==> src/rtl/freq_meas_pkg.sv <==
// Shared types for the reciprocal frequency meter.
// State encoding, MCU byte selects, result byte mux.
package freq_meas_pkg;

  localparam int DEF_CNT_W = 32;

  typedef enum logic [1:0] {
    IDLE,
    ARM,
    GATE,
    DONE
  } state_t;

  typedef enum logic [2:0] {
    SEL_FX_B0,
    SEL_FX_B1,
    SEL_FX_B2,
    SEL_FX_B3,
    SEL_BASE_B0,
    SEL_BASE_B1,
    SEL_BASE_B2,
    SEL_BASE_B3
  } sel_t;

  function automatic logic [7:0] pick_byte(
    input logic [2:0]  sel,
    input logic [31:0] f,
    input logic [31:0] b
  );
    logic [7:0] r;
    r = '0;
    case (sel_t'(sel))
      SEL_FX_B0:   r = f[7:0];
      SEL_FX_B1:   r = f[15:8];
      SEL_FX_B2:   r = f[23:16];
      SEL_FX_B3:   r = f[31:24];
      SEL_BASE_B0: r = b[7:0];
      SEL_BASE_B1: r = b[15:8];
      SEL_BASE_B2: r = b[23:16];
      SEL_BASE_B3: r = b[31:24];
    endcase
    return r;
  endfunction

endpackage

==> src/rtl/freq_gate_ctrl_if.sv <==
// MCU-side handshake and byte read port.
// master = MCU, slave = measurement sequencer.
interface freq_gate_ctrl_if;
  logic       start;
  logic [2:0] sel;
  logic       ack;
  logic [7:0] data_out;
  logic       data_ready;
  logic       timeout;
  logic       busy;
  logic       gate;

  modport master (
    output start, sel, ack,
    input  data_out, data_ready, timeout, busy, gate
  );

  modport slave (
    input  start, sel, ack,
    output data_out, data_ready, timeout, busy, gate
  );
endinterface

==> src/rtl/fx_edge_sync.sv <==
// 2-FF synchroniser plus registered rising-edge pulse.
// A rise is only reported after a real low sample.
module fx_edge_sync (
  input  logic clk,
  input  logic rst_n,
  input  logic d,
  output logic rise
);

  logic [1:0] sync;
  logic [1:0] vld;
  logic       prev;
  logic       lo_seen;

  // sync[1] carries a genuine pin sample once vld[1] is set
  always_ff @(posedge clk or negedge rst_n) begin
    if (!rst_n) begin
      sync    <= '0;
      vld     <= '0;
      prev    <= 1'b0;
      lo_seen <= 1'b0;
      rise    <= 1'b0;
    end else begin
      sync    <= {sync[0], d};
      vld     <= {vld[0], 1'b1};
      prev    <= sync[1];
      lo_seen <= lo_seen | (vld[1] & ~sync[1]);
      rise    <= sync[1] & ~prev & lo_seen;
    end
  end

endmodule

==> src/rtl/freq_gate_ctrl.sv <==
// Equal-precision gate sequencer: gate opens and
// closes on fx edges, counts fx and sysclk inside it.
module freq_gate_ctrl
  import freq_meas_pkg::*;
#(
  parameter int CNT_W          = DEF_CNT_W,
  parameter int GATE_CYCLES    = 50_000_000,
  parameter int TIMEOUT_CYCLES = 100_000_000,
  parameter int CONTINUOUS     = 0
) (
  input logic              sysclk,
  input logic              reset,
  input logic              fx,
  freq_gate_ctrl_if.slave  bus
);

  localparam logic [31:0] TO_LIM =
    32'(TIMEOUT_CYCLES);
  localparam logic [31:0] GATE_LIM =
    32'(GATE_CYCLES);
  localparam logic [31:0] ABORT_LIM =
    32'(GATE_CYCLES + TIMEOUT_CYCLES);
  localparam logic [CNT_W-1:0] ONE = CNT_W'(1);

  state_t           state, state_nxt;
  logic             fx_rise;
  logic [CNT_W-1:0] fx_cnt, base_cnt;
  logic [CNT_W-1:0] fx_nxt, base_nxt;
  logic [CNT_W-1:0] res_fx, res_base;
  logic [31:0]      timer, timer_nxt;
  logic             to_flag;
  logic             start_go;
  logic             arm_go, arm_to;
  logic             gate_close, gate_to;

  fx_edge_sync u_sync (
    .clk   (sysclk),
    .rst_n (reset),
    .d     (fx),
    .rise  (fx_rise)
  );

  assign timer_nxt = timer + 32'd1;
  assign fx_nxt = (fx_rise && fx_cnt != '1)
                ? fx_cnt + ONE : fx_cnt;
  assign base_nxt = (base_cnt != '1)
                  ? base_cnt + ONE : base_cnt;

  assign start_go = bus.start | (CONTINUOUS != 0);
  assign arm_go = (state == ARM) & fx_rise;
  assign arm_to = (state == ARM) & ~fx_rise
                & (timer_nxt >= TO_LIM);
  assign gate_close = (state == GATE) & fx_rise
                    & (timer_nxt >= GATE_LIM);
  assign gate_to = (state == GATE) & ~gate_close
                 & (timer_nxt >= ABORT_LIM);

  // state register
  always_ff @(posedge sysclk or negedge reset) begin
    if (!reset) state <= IDLE;
    else        state <= state_nxt;
  end

  // next-state decode
  always_comb begin
    state_nxt = state;
    unique case (state)
      IDLE: if (start_go) state_nxt = ARM;
      ARM: begin
        if (arm_go)      state_nxt = GATE;
        else if (arm_to) state_nxt = DONE;
      end
      GATE: if (gate_close | gate_to) state_nxt = DONE;
      DONE: begin
        if (bus.ack)
          state_nxt = (CONTINUOUS != 0) ? ARM : IDLE;
      end
      default: state_nxt = IDLE;
    endcase
  end

  // status outputs decoded from state
  always_comb begin
    bus.busy       = (state == ARM) | (state == GATE);
    bus.gate       = (state == GATE);
    bus.data_ready = (state == DONE);
    bus.timeout    = to_flag;
  end

  // counters, timer, result latch and timeout flag
  always_ff @(posedge sysclk or negedge reset) begin
    if (!reset) begin
      fx_cnt   <= '0;
      base_cnt <= '0;
      res_fx   <= '0;
      res_base <= '0;
      timer    <= '0;
      to_flag  <= 1'b0;
    end else begin
      unique case (state)
        IDLE: begin
          timer <= '0;
          if (start_go) to_flag <= 1'b0;
        end
        ARM: begin
          if (arm_go) begin
            fx_cnt   <= '0;
            base_cnt <= '0;
            timer    <= '0;
          end else if (arm_to) begin
            res_fx   <= '0;
            res_base <= '0;
            to_flag  <= 1'b1;
          end else begin
            timer <= timer_nxt;
          end
        end
        GATE: begin
          fx_cnt   <= fx_nxt;
          base_cnt <= base_nxt;
          timer    <= timer_nxt;
          if (gate_close) begin
            res_fx   <= fx_nxt;
            res_base <= base_nxt;
          end else if (gate_to) begin
            res_fx   <= '0;
            res_base <= '0;
            to_flag  <= 1'b1;
          end
        end
        DONE: begin
          if (bus.ack) begin
            timer <= '0;
            if (CONTINUOUS != 0) to_flag <= 1'b0;
          end
        end
        default: timer <= '0;
      endcase
    end
  end

  // registered byte read of the latched results
  always_ff @(posedge sysclk or negedge reset) begin
    if (!reset) bus.data_out <= '0;
    else bus.data_out <= pick_byte(bus.sel,
                           32'(res_fx), 32'(res_base));
  end

endmodule

==> src/flat_wrapper.sv <==
// flat-port wrapper written by rule: the top's interface ports become plain ports
module freq_gate_ctrl_flat import freq_meas_pkg::*;
#(
  parameter int CNT_W          = DEF_CNT_W,
  parameter int GATE_CYCLES    = 50_000_000,
  parameter int TIMEOUT_CYCLES = 100_000_000,
  parameter int CONTINUOUS     = 0
)
  (sysclk, reset, fx, bus_start, bus_sel, bus_ack, bus_data_out, bus_data_ready, bus_timeout, bus_busy, bus_gate);
  freq_gate_ctrl_if bus_i ();
  input logic sysclk;
  input logic reset;
  input logic fx;
  input wire logic [$bits(bus_i.start)-1:0] bus_start;
  input wire logic [$bits(bus_i.sel)-1:0] bus_sel;
  input wire logic [$bits(bus_i.ack)-1:0] bus_ack;
  output wire logic [$bits(bus_i.data_out)-1:0] bus_data_out;
  output wire logic [$bits(bus_i.data_ready)-1:0] bus_data_ready;
  output wire logic [$bits(bus_i.timeout)-1:0] bus_timeout;
  output wire logic [$bits(bus_i.busy)-1:0] bus_busy;
  output wire logic [$bits(bus_i.gate)-1:0] bus_gate;
  assign bus_i.start = bus_start;
  assign bus_i.sel = bus_sel;
  assign bus_i.ack = bus_ack;
  assign bus_data_out = bus_i.data_out;
  assign bus_data_ready = bus_i.data_ready;
  assign bus_timeout = bus_i.timeout;
  assign bus_busy = bus_i.busy;
  assign bus_gate = bus_i.gate;
  freq_gate_ctrl #(.CNT_W(CNT_W), .GATE_CYCLES(GATE_CYCLES), .TIMEOUT_CYCLES(TIMEOUT_CYCLES), .CONTINUOUS(CONTINUOUS)) u_core (.sysclk(sysclk), .reset(reset), .fx(fx), .bus(bus_i));
endmodule
==> config.mk <==
export PLATFORM = sky130hd
export DESIGN_NAME = freq_gate_ctrl_flat
export DESIGN_NICKNAME = d
export VERILOG_FILES = /design/src/rtl/freq_meas_pkg.sv /design/src/rtl/freq_gate_ctrl_if.sv /design/src/rtl/fx_edge_sync.sv /design/src/rtl/freq_gate_ctrl.sv /design/src/flat_wrapper.sv
export SDC_FILE = /design/constraint.sdc
export NUM_CORES = 1
export LEC_CHECK = 0
export ABC_AREA = 1
export CORE_ASPECT_RATIO = 0.6
export CORE_MARGIN = 2
export CORE_UTILIZATION = 34
export DETAILED_ROUTE_END_ITERATION = 10
export GPL_TIMING_DRIVEN = 0
export PLACE_DENSITY = 0.51
export SLEW_MARGIN = 15
export SYNTH_ARGS = -nofsm -noshare
export SYNTH_HDL_FRONTEND = slang
export SYNTH_SLANG_ARGS = --single-unit
==> constraint.sdc <==
create_clock -name sysclk -period 3.4 [get_ports sysclk]
set_input_delay 0.85 -clock sysclk [delete_from_list [all_inputs] [get_ports sysclk]]
set_output_delay 0.85 -clock sysclk [all_outputs]
set_load 0.02 [all_outputs]
==> results.yml <==
clocking:
  cts_tree: "built"
  clk_pin_slew_ns: 0.09
  cts_buffers: 17
  cts_root_buffer: "clkbuf_16"
  cts.sink_count: 178
  htreeDepth: 4
  hold_buffers: 0
  cts_buffer_depth: 2
  clk-insertion-delay-late_ns: 0.47
floorplan:
  die-area_mm2: 0.0342
  core_area_mm2: 0.0323
  start_util: 0.344
  die-width_um: 237
  ioPinCount: 20
  die_h_um: 144
  rows: 51
place:
  place_ws_ns: -0.203
  gp_congestion: 0.987
  numPortBuffers: 19
  dp_cells: 2047
  place_hpwl_um: 31200
drt:
  route.detailed.drc: 0
  drt_first_pass_iters: 6
  wl_um: 39800
  initialDrtViolationCount: 1236
  via_count: 10994
  via_per_inst: 5.28
  wl_per_cell_um: 19.1
  ant_nets: 0
worst_setup_path:
  end_kind: "flip-flop"
  worstSetupStartpointType: "flip-flop"
  crit_required_ns: 3.79
  critical_path_class: "reg2reg"
  critPathArrivalTime_ns: 3.72
  crit_fanout: 10
cells_and_area:
  antenna_cells: 0
  syn2layout_area_growth_pct: 13.4
  stdcell_count: 2083
  nets: 1663
  drive_above_1_share: 0.0717
sta:
  hold_violations: 0
  timing.slew.headroom: 0.401
  fin_crit_ns: 3.33
  rsz0062_at_grt: "no"
  setup_viol: 0
  skew_ns: 0.0270
  post-route-period-util: 0.978
  tightest_slew_ns: 0.889
  timing.fmax_mhz: 301
  worst_slack_ns: 0.0747
  final_max_slew_viol_count: 0
yosys:
  ys_seq_area_frac: 0.401
  ys_ff_latch: 178
  dominantRegCellSynth: "dfrtp_1"
  synth_fa_ha_area_frac: 0.0101
  synth_xor_area_frac: 0.0323
  synth_top_area_cell: "dfrtp_1"
  synth_top_area_share: 0.401
  synth_top_family_by_area: "simple AND/OR/NAND/NOR gates"
  avgSynthCellArea_um2: 6.94
  synth-edff-count: 0
  muxShareOfSynthArea: 0
  yosys.area_share.simple: 0.370
  netlist_top_cells_area: "dfrtp_1, nand2_1, nor2_1, inv_1, nand3_1"
  syn-instance-count: 1602
  synth_compound_area_frac: 0.0928
  syn-num-nets: 1619
  post_synth_instance_area_mm2: 0.0111
  yosys_warnings: 0
  synthArstFlopShare: 1.00
  synth_cell_types: 37
grt:
  grt_max_degree: 84
  antenna_found_initial: 0
  first_global_vias: 9664
  track_usage: 0.237
  gr-total-overflow: 0
  grt_pass1_wl_um: 59900
power:
  power_density_mw_per_mm2: 530
  p_leak_uw: 0.00537
  peakVddDrop_uv: 375
outcome:
  outcome: "finished clean"
min_path:
  hp-class: "in2async"
run:
  cap_viol_max_count: 0
[Yosys cell counts, types with 2 or more instances]
cell / instances
clkbuf_1: 31
nand2_2: 11
nand3b_1: 2
nor4_1: 8
nor2_4: 7
nand4_1: 84
buf_2: 18
nand2_1: 469
inv_1: 180
buf_6: 7
or2_2: 6
ha_1: 9
o211ai_1: 6
nand2_4: 2
nor2_2: 4
dfrtp_1: 178
buf_4: 5
xor2_1: 36
buf_1: 3
inv_2: 2
o21ai_0: 89
o22ai_1: 46
a21oi_1: 17
nand3_1: 122
nor2_1: 194
nor3_1: 32
clkinv_1: 4
a41oi_1: 8
o21bai_1: 3
xnor2_1: 5
a311oi_1: 8
[state kept, by name, indices dropped and copies added (netlist names)]
| signal | cells |
|---|---|
| u_core.u_sync.lo_seen | 1 |
| u_core.u_sync.rise | 1 |
| u_core.u_sync.vld | 2 |
| u_core.u_sync.prev | 1 |
| u_core.bus.data_out | 8 |
| u_core.u_sync.sync | 2 |
| u_core.res_base | 32 |
| u_core.fx_cnt | 32 |
| u_core.base_cnt | 32 |
| u_core.timer | 32 |
| u_core.res_fx | 32 |
| u_core.bus.timeout | 1 |
| u_core.state | 2 |
[worst paths after layout]
| check | start | to | slack, ns | cells after the start |
|---|---|---|---|---|
| hold reg to reg | u_core.u_sync.vld[0] | u_core.u_sync.vld[1] | 0.35 | 0 |
| max in group asynchronous | reset | u_core.res_base[8] | 2.44 | 2 |
| hold / removal | reset | u_core.bus.data_out[1] | 0.25 | 1 |
| setup / recovery | u_core.timer[14] | u_core.res_fx[29] | 0.07 | 19 |
| min in group sysclk | u_core.u_sync.vld[0] | u_core.u_sync.vld[1] | 0.35 | 0 |
| setup reg to reg | u_core.timer[14] | u_core.res_fx[29] | 0.07 | 19 |
[cells by family after synthesis]
group                    Yosys count
AO/OA/AOI/OAI                    178
XOR/XNOR                          41
adder cells (fa/ha/maj)            9
buffers and inverters            251
flip-flops                       178
other                              1
AND/OR/NAND/NOR                  944
[cells in the final DEF (no fill, tap or decap), types with 3 or more instances in the layout]
master	instances
nand2_1	467
nor2_1	185
inv_1	180
dfrtp_1	176
nand3_1	121
o21ai_0	89
nand4_1	84
o22ai_1	46
xor2_1	36
nor3_1	32
clkbuf_1	30
clkdlybuf4s50_1	18
a21oi_1	17
clkbuf_16	17
buf_2	16
nand2_2	12
nor2_2	12
buf_4	9
a311oi_1	8
a41oi_1	8
nor2_4	8
nor4_1	8
ha_1	8
buf_6	7
or2_2	6
o211ai_1	6
xnor2_1	5
clkinv_1	4
inv_8	4
buf_1	3
nand2_4	3
o21bai_1	3
clkbuf_2	3
inv_6	3
[through the flow]
step | utilization | hold slack, ns | power, µW | area (µm²) | TNS [ns]
global route | 0.390 | 0.250 | 7020 | 12600 | 0
global placement | 0.366 | 0.336 | 4510 | 11800 | -1186.30
finish | 0.390 | 0.245 | 6680 | 12600 | 0
CTS | 0.388 | 0.245 | 6690 | 12500 | 0
detailed placement | 0.368 | 0.337 | 4540 | 11900 | -7.10
floorplan | - | 0.331 | 3730 | 11100 | 0
[timing repair]
action / in CTS / in global routing
setup buffers: 1 / 3
gates resized for setup: 4 / 19
hold endpoints to repair: 0 / 0
pin swaps: 1 / 3
setup endpoints to repair: 94 / 99
[layout make-up]
| class | count | area (µm²) |
|---|---|---|
| buffer | 65 | 347 |
| multi-input combinational | 1173 | 5680 |
| timing repair buffer | 25 | 280 |
| clock inverter | 14 | 185 |
| clock buffer | 18 | 429 |
| fill | 3451 | 19700 |
| tap | 424 | 531 |
| sequential | 178 | 4460 |
| inverter | 186 | 698 |
[per-layer routing]
layer / vias to the layer above / GRT usage / wire [µm]
li1: 5324 / - / -
met1: 5197 / 0.413 / 22400
met2: 452 / 0.255 / 12700
met3: 19 / 0.0832 / 4440
met4: 2 / 0.0328 / 183
met5: - / 0.0216 / 101
[worst max-delay path, stage by stage, from the launching register on]
cell and delay, ns:
dfrtp_1 0.44, nand2_1 0.18, nor2_1 0.31, nand2_2 0.21
nor2_4 0.30, buf_4 0.17, nand3_1 0.09, nand2_1 0.11
nand2_1 0.06, inv_2 0.07, nand2_2 0.08, nor2_2 0.11
nand3_1 0.09, nand3_2 0.12, nand2_2 0.09, buf_6 0.15
buf_6 0.15, nor2_1 0.28, nand4_1 0.14, nand2_1 0.09
[where the power goes]
group	switching (µW)	internal, µW	leakage (µW)
Combinational	1750	519	0.00262
Sequential	85.9	2190	0.00246
Clock	1020	1120	0.000299
Power figures use the tool's default switching activity.
